--- src/rtl/irq_ctrl.sv ---
// rtl/irq_ctrl.sv - eight-source interrupt controller with per-bit mode/polarity and priority vector
module irq_ctrl #(
    parameter logic [7:0] RESET_MASK = 8'h00
) (
    input  logic       clk,
    input  logic       reset_n,
    input  logic       cs_n,
    input  logic       we_n,
    input  logic [2:0] rs,
    input  logic [7:0] din,
    output logic [7:0] dout,
    input  logic [7:0] irq_src,
    output logic       irq_n
);

    localparam logic [2:0] RS_PENDING = 3'd0;
    localparam logic [2:0] RS_MASK    = 3'd1;
    localparam logic [2:0] RS_MODE    = 3'd2;
    localparam logic [2:0] RS_POL     = 3'd3;
    localparam logic [2:0] RS_ACTIVE  = 3'd4;
    localparam logic [2:0] RS_VECTOR  = 3'd5;
    localparam logic [2:0] RS_SWSET   = 3'd6;

    logic [7:0] r_sync1;
    logic [7:0] r_sync2;
    logic [7:0] r_sync3;
    logic [7:0] r_pending;
    logic [7:0] r_mask;
    logic [7:0] r_mode;
    logic [7:0] r_pol;
    logic [7:0] r_dout;
    logic       r_irq_n;

    logic       w_wr;
    logic       w_rd;
    logic [7:0] w_act2;
    logic [7:0] w_act3;
    logic [7:0] w_edge;
    logic [7:0] w_clr;
    logic [7:0] w_swset;
    logic [7:0] w_active;
    logic [7:0] w_vector;
    logic [7:0] w_pending_nxt;
    logic [7:0] w_rdata;

    assign w_wr = ~cs_n & ~we_n;
    assign w_rd = ~cs_n &  we_n;

    // Both history taps use the current POL, so a POL write alone cannot create an edge.
    assign w_act2 = r_sync2 ^ ~r_pol;
    assign w_act3 = r_sync3 ^ ~r_pol;
    assign w_edge = w_act2 & ~w_act3;

    assign w_clr   = (w_wr && rs == RS_PENDING) ? din : 8'h00;
    assign w_swset = (w_wr && rs == RS_SWSET)   ? din : 8'h00;

    assign w_active = r_pending & r_mask;

    // Set terms are OR-ed after the clear so a coincident edge or swset wins.
    assign w_pending_nxt = (r_mode  & ((r_pending & ~w_clr) | w_edge | w_swset))
                         | (~r_mode & w_act2);

    always_comb begin
        w_vector = 8'h00;
        for (int i = 7; i >= 0; i--) begin
            if (w_active[i]) begin
                w_vector = {1'b1, 4'b0000, 3'(i)};
            end
        end
    end

    always_comb begin
        w_rdata = 8'h00;
        case (rs)
            RS_PENDING: w_rdata = r_pending;
            RS_MASK:    w_rdata = r_mask;
            RS_MODE:    w_rdata = r_mode;
            RS_POL:     w_rdata = r_pol;
            RS_ACTIVE:  w_rdata = w_active;
            RS_VECTOR:  w_rdata = w_vector;
            default:    w_rdata = 8'h00;
        endcase
    end

    always_ff @(posedge clk or negedge reset_n) begin
        if (!reset_n) begin
            r_sync1   <= 8'hFF;
            r_sync2   <= 8'hFF;
            r_sync3   <= 8'hFF;
            r_pending <= 8'h00;
            r_mask    <= RESET_MASK;
            r_mode    <= 8'h00;
            r_pol     <= 8'h00;
            r_dout    <= 8'h00;
            r_irq_n   <= 1'b1;
        end else begin
            r_sync1   <= irq_src;
            r_sync2   <= r_sync1;
            r_sync3   <= r_sync2;
            r_pending <= w_pending_nxt;
            r_irq_n   <= ~|w_active;
            if (w_rd) begin
                r_dout <= w_rdata;
            end
            if (w_wr) begin
                case (rs)
                    RS_MASK: r_mask <= din;
                    RS_MODE: r_mode <= din;
                    RS_POL:  r_pol  <= din;
                    default: ;
                endcase
            end
        end
    end

    assign dout  = r_dout;
    assign irq_n = r_irq_n;

endmodule

--- config.mk ---
export PLATFORM = sky130hd
export DESIGN_NAME = irq_ctrl
export DESIGN_NICKNAME = d
export VERILOG_FILES = /design/src/rtl/irq_ctrl.sv
export SDC_FILE = /design/constraint.sdc
export NUM_CORES = 1
export LEC_CHECK = 0
export ABC_AREA = 0
export CAP_MARGIN = 20
export CELL_PAD_IN_SITES_DETAIL_PLACEMENT = 0
export CELL_PAD_IN_SITES_GLOBAL_PLACEMENT = 2
export CORE_MARGIN = 1.5
export CORE_UTILIZATION = 35
export CTS_BUF_LIST = sky130_fd_sc_hd__clkbuf_4 sky130_fd_sc_hd__clkbuf_8
export CTS_CLUSTER_DIAMETER = 100
export DETAILED_ROUTE_END_ITERATION = 6
export PLACE_DENSITY_LB_ADDON = 0.1
export RECOVER_POWER = 25
export SYNTH_ARGS = -nofsm -noshare
export SYNTH_HDL_FRONTEND = slang
export SYNTH_SLANG_ARGS = --single-unit
--- constraint.sdc ---
create_clock -name clk -period 1.2 [get_ports clk]
set_clock_uncertainty 0.1 [all_clocks]
set_input_delay 0.24 -clock clk [delete_from_list [all_inputs] [get_ports clk]]
set_output_delay 0.24 -clock clk [all_outputs]
set_load 0.01 [all_outputs]
==> summary.md <==
| Metric | Value |
|---|---|
| Status | `finished with violations` |
| Failing checks | `setup timing` |
| Initial antenna violation count | `0` |
| Leakage | `0.001734 uW` |
| MaxCap Viol Count | `0` |
| Worst skew pair latency | `0.34 ns` |
| Iter 0 DRT Violations | `94` |
| Post-Syn Instances | `242` |
| Vias per cell | `5.147` |
| Area Growth Syn to Fin | `40.98%` |
| Post-route ant nets | `0` |
| I/O Buffers | `31` |
| Final Cycle Share | `1.171` |
| DRC | `0` |
| Hold WC Path Type | `reg -> reg` |
| CTS Buf Count | `9` |
| Antenna Cells | `0` |
| WL/cell | `16.71 um` |
| CP Launch Type | `flip-flop` |
| Clock slew at the register clock pins of the worst setup and hold paths | `0.08 ns` |
| CTS sink cnt | `65` |
| Critical-path cell list | `a22oi_2, nand3_2, o21ba_4, o22a_1` |
| Setup Crit Path Kind | `reg -> reg` |
| Layout Cells excl Fill | `441` |
| All-Layer GR Usage | `0.1810` |
| Largest net degree at the start of global routing | `66` |
| Library cells used by synthesis | `39` |
| Largest fanout on the critical path | `4` |
| Peak VDD IR | `969.6 uV` |
| Die Y-Extent | `93.89 um` |
| Power density over the cells | `1706 nW/um^2` |
| Max Freq | `711.6 MHz` |
| Htree depth | `3` |
| Sw frac | `0.2920` |
| Hpwl dp | `5.001 mm` |
| Critical Path Slowest Stage Cell | `dfrtp_1` |
| Period minus WS final | `1.405 ns` |
| Core area | `7848 sq um` |
| Required @ worst endpoint | `1.34 ns` |
| Asr flop ratio synth | `1.000` |
| Worst Path Arrival | `1.54 ns` |
| First-pass GRT wire length | `11.70 mm` |
| Internal power | `4924 uW` |
| GP Congestion | `0.8263` |
| Combinational Power Share | `0.267` |
| Critical Path End Type | `flip-flop` |
| Psw | `2030 uW` |
| Tot Pwr | `6954 uW` |
| Post-synth EDFFs | `0` |
| Initial core utilization | `0.3685` |
| Clk pwr share | `0.305` |
| Clk buf depth | `2` |
| Syn nets | `265` |
| Vias in the first global route | `2215` |
| Seq/Total Area, Yosys | `0.5733` |
| CTS tree | `yes` |
| Worst-Margin Slew | `0.5826 ns` |
| Layout cells sized above 1 | `0.4690` |
| Mean Syn Cell Area | `11.95 sq um` |
| DRT Pass-1 Iters | `4` |
| Site Rows | `32` |
| YS warnings | `0` |
| Layout net count | `357` |
| DIE AREA | `8815 sq um` |
| Final wirelength | `7.369 mm` |
| Root buffer cell | `clkbuf_8` |
| RSZ-0062 raised after global routing | `true` |
| Largest stage delay on the critical path | `0.42 ns` |
| Slack of the critical path | `-0.2053 ns` |
| Final slew viol count | `0` |
| Max_slew headroom | `0.6116` |
| Final setup vio count | `13` |
| Post-synth top flop | `dfrtp_1` |
| Inst Count DP | `413` |
| Netlist Area Pre-Place | `2892 sq um` |
| Die X | `93.89 um` |
| Share of power burned in registers | `0.428` |
| # IOs | `32` |
| Flops & latches, synth | `65` |
| Total gr overflow | `0` |
| Total number of vias | `2270` |
| Hold Vio Cnt, Final | `0` |
-- metrics by stage --
step | worst slack [ns] | util | instance area (sq um) | hold slack, ns | TNS (ns)
6_report | -0.2053 | 0.5195 | 4076 | 0.2626 | -0.7490
5_1_grt | -0.2625 | 0.5195 | 4076 | 0.2666 | -1.506
4_1_cts | -0.1602 | 0.5083 | 3989 | 0.1840 | -0.7549
3_5_place_dp | -0.7913 | 0.4695 | 3685 | 0.1876 | -29.27
3_3_place_gp | -0.7905 | 0.4695 | 3685 | 0.1835 | -29.33
2_1_floorplan | -0.09097 | - | 2952 | -0.1556 | -1.729
-- synth_stat cells, drive strengths merged (2+ instances only) --
master	n	area [sq um]
dfrtp	40	1001
nand3	12	70.07
a32oi	7	61.31
o22a	4	35.03
mux2	25	281.5
mux2i	9	90.09
a22o	2	17.52
nor2	4	22.52
nand2	28	107.6
clkbuf	2	7.510
nand2b	9	56.30
nor3	11	66.32
o21ai	10	50.05
nor2b	10	62.56
o221ai	5	43.79
o21a	3	22.52
dfstp	25	656.9
a31oi	9	56.30
o211ai	2	15.01
a21oi	8	40.04
buf	5	40.04
a22oi	3	22.52
-- cell type report --
class                   instances  area [sq um]
clock buffers                  10         137.6
repair buffers                 88         723.2
fillers                       741          3771
inverters                       1         3.754
flip-flops and latches         65          1660
multi-input cells             169          1334
well taps                     102         127.6
clock inverters                 6         90.09
-- final timing paths --
check	cells past startpoint	slack, ns	start	end
min in group asynchronous	3	0.42	reset_n	r_mode[1]
worst min register to register	0	0.26	r_sync1[6]	r_sync2[6]
worst max register to register	4	-0.21	r_mask[7]	dout[7]
worst min-delay path	0	0.26	r_sync1[6]	r_sync2[6]
worst max-delay path	4	-0.21	r_mask[7]	dout[7]
max in group asynchronous	3	0.15	reset_n	r_mask[5]
-- worst max-delay path: cells and delay by family, from the launching register on --
kind	cells	cell delay, ns
compound gates	3	0.65
flops	1	0.42
simple gates	1	0.14
-- placed cells by master, fill, tap and decap left out, types with 3 or more instances in the layout --
cell             netlist  layout
o221ai_1               5       4
a32oi_1                7       4
a21oi_2                0       3
dfstp_2               25      18
nand2b_1               9       5
o22a_1                 4       4
nand2_1               27      27
nor3_1                10      10
clkbuf_8               0      10
o21a_1                 3       3
dfstp_1                0       7
nand2b_4               0       3
a31oi_1                9       9
mux2i_1                9       9
dlygate4sd3_1          0       9
mux2_2                24      23
a32oi_2                0       3
nor2b_1               10       9
nand3_1               10       9
o21ai_1                8      10
a21oi_1                8       5
dfrtp_1               40      38
clkdlybuf4s50_1        0       8
buf_2                  2      12
buf_4                  1      48
a22oi_2                0       3
buf_6                  2       8
-- logic make-up after synthesis --
| kind of cell | Yosys count | share of synthesized area |
|---|---|---|
| simple gates | 80 | 0.1484 |
| flops | 65 | 0.5733 |
| compound gates | 55 | 0.1320 |
| mux | 34 | 0.1285 |
| buf+inv | 8 | 0.01774 |
-- flip-flops by register name, indices dropped and copies added (netlist names) --
| name | cells |
|---|---|
| r_pol | 8 |
| r_sync2 | 8 |
| r_mask | 8 |
| r_sync1 | 8 |
| r_mode | 8 |
| irq_n | 1 |
| r_pending | 8 |
| r_sync3 | 8 |
| dout | 8 |
-- power by group through the flow --
stage                     logic [uW]  registers, uW  clock network (uW)
final                           1850           2980                2120
after global routing            2030           3030                2290
after CTS                       1710           2980                2200
after detailed placement        1660           3010                   0
after global placement          1650           3000                   0
after floorplan                  804           2970                   0
-- layer usage --
| metal | vias to the layer above | global-route usage | part of all wire |
|---|---|---|---|
| met5 | - | 0 | 0 |
| met4 | 0 | 0.07463 | 0.020 |
| met3 | 11 | 0.03479 | 0.037 |
| met2 | 52 | 0.2754 | 0.46 |
| met1 | 1114 | 0.2527 | 0.49 |
| li1 | 1093 | - | - |
-- timing repair --
item	in CTS	in global routing
hold endpoints to repair	40	0
setup buffers	6	7
hold buffers	1	0
pin swaps	12	17
cloned	0	0
resized for setup	68	18
endpoints found under the setup margin	49	28
Power figures use the tool's default switching activity.
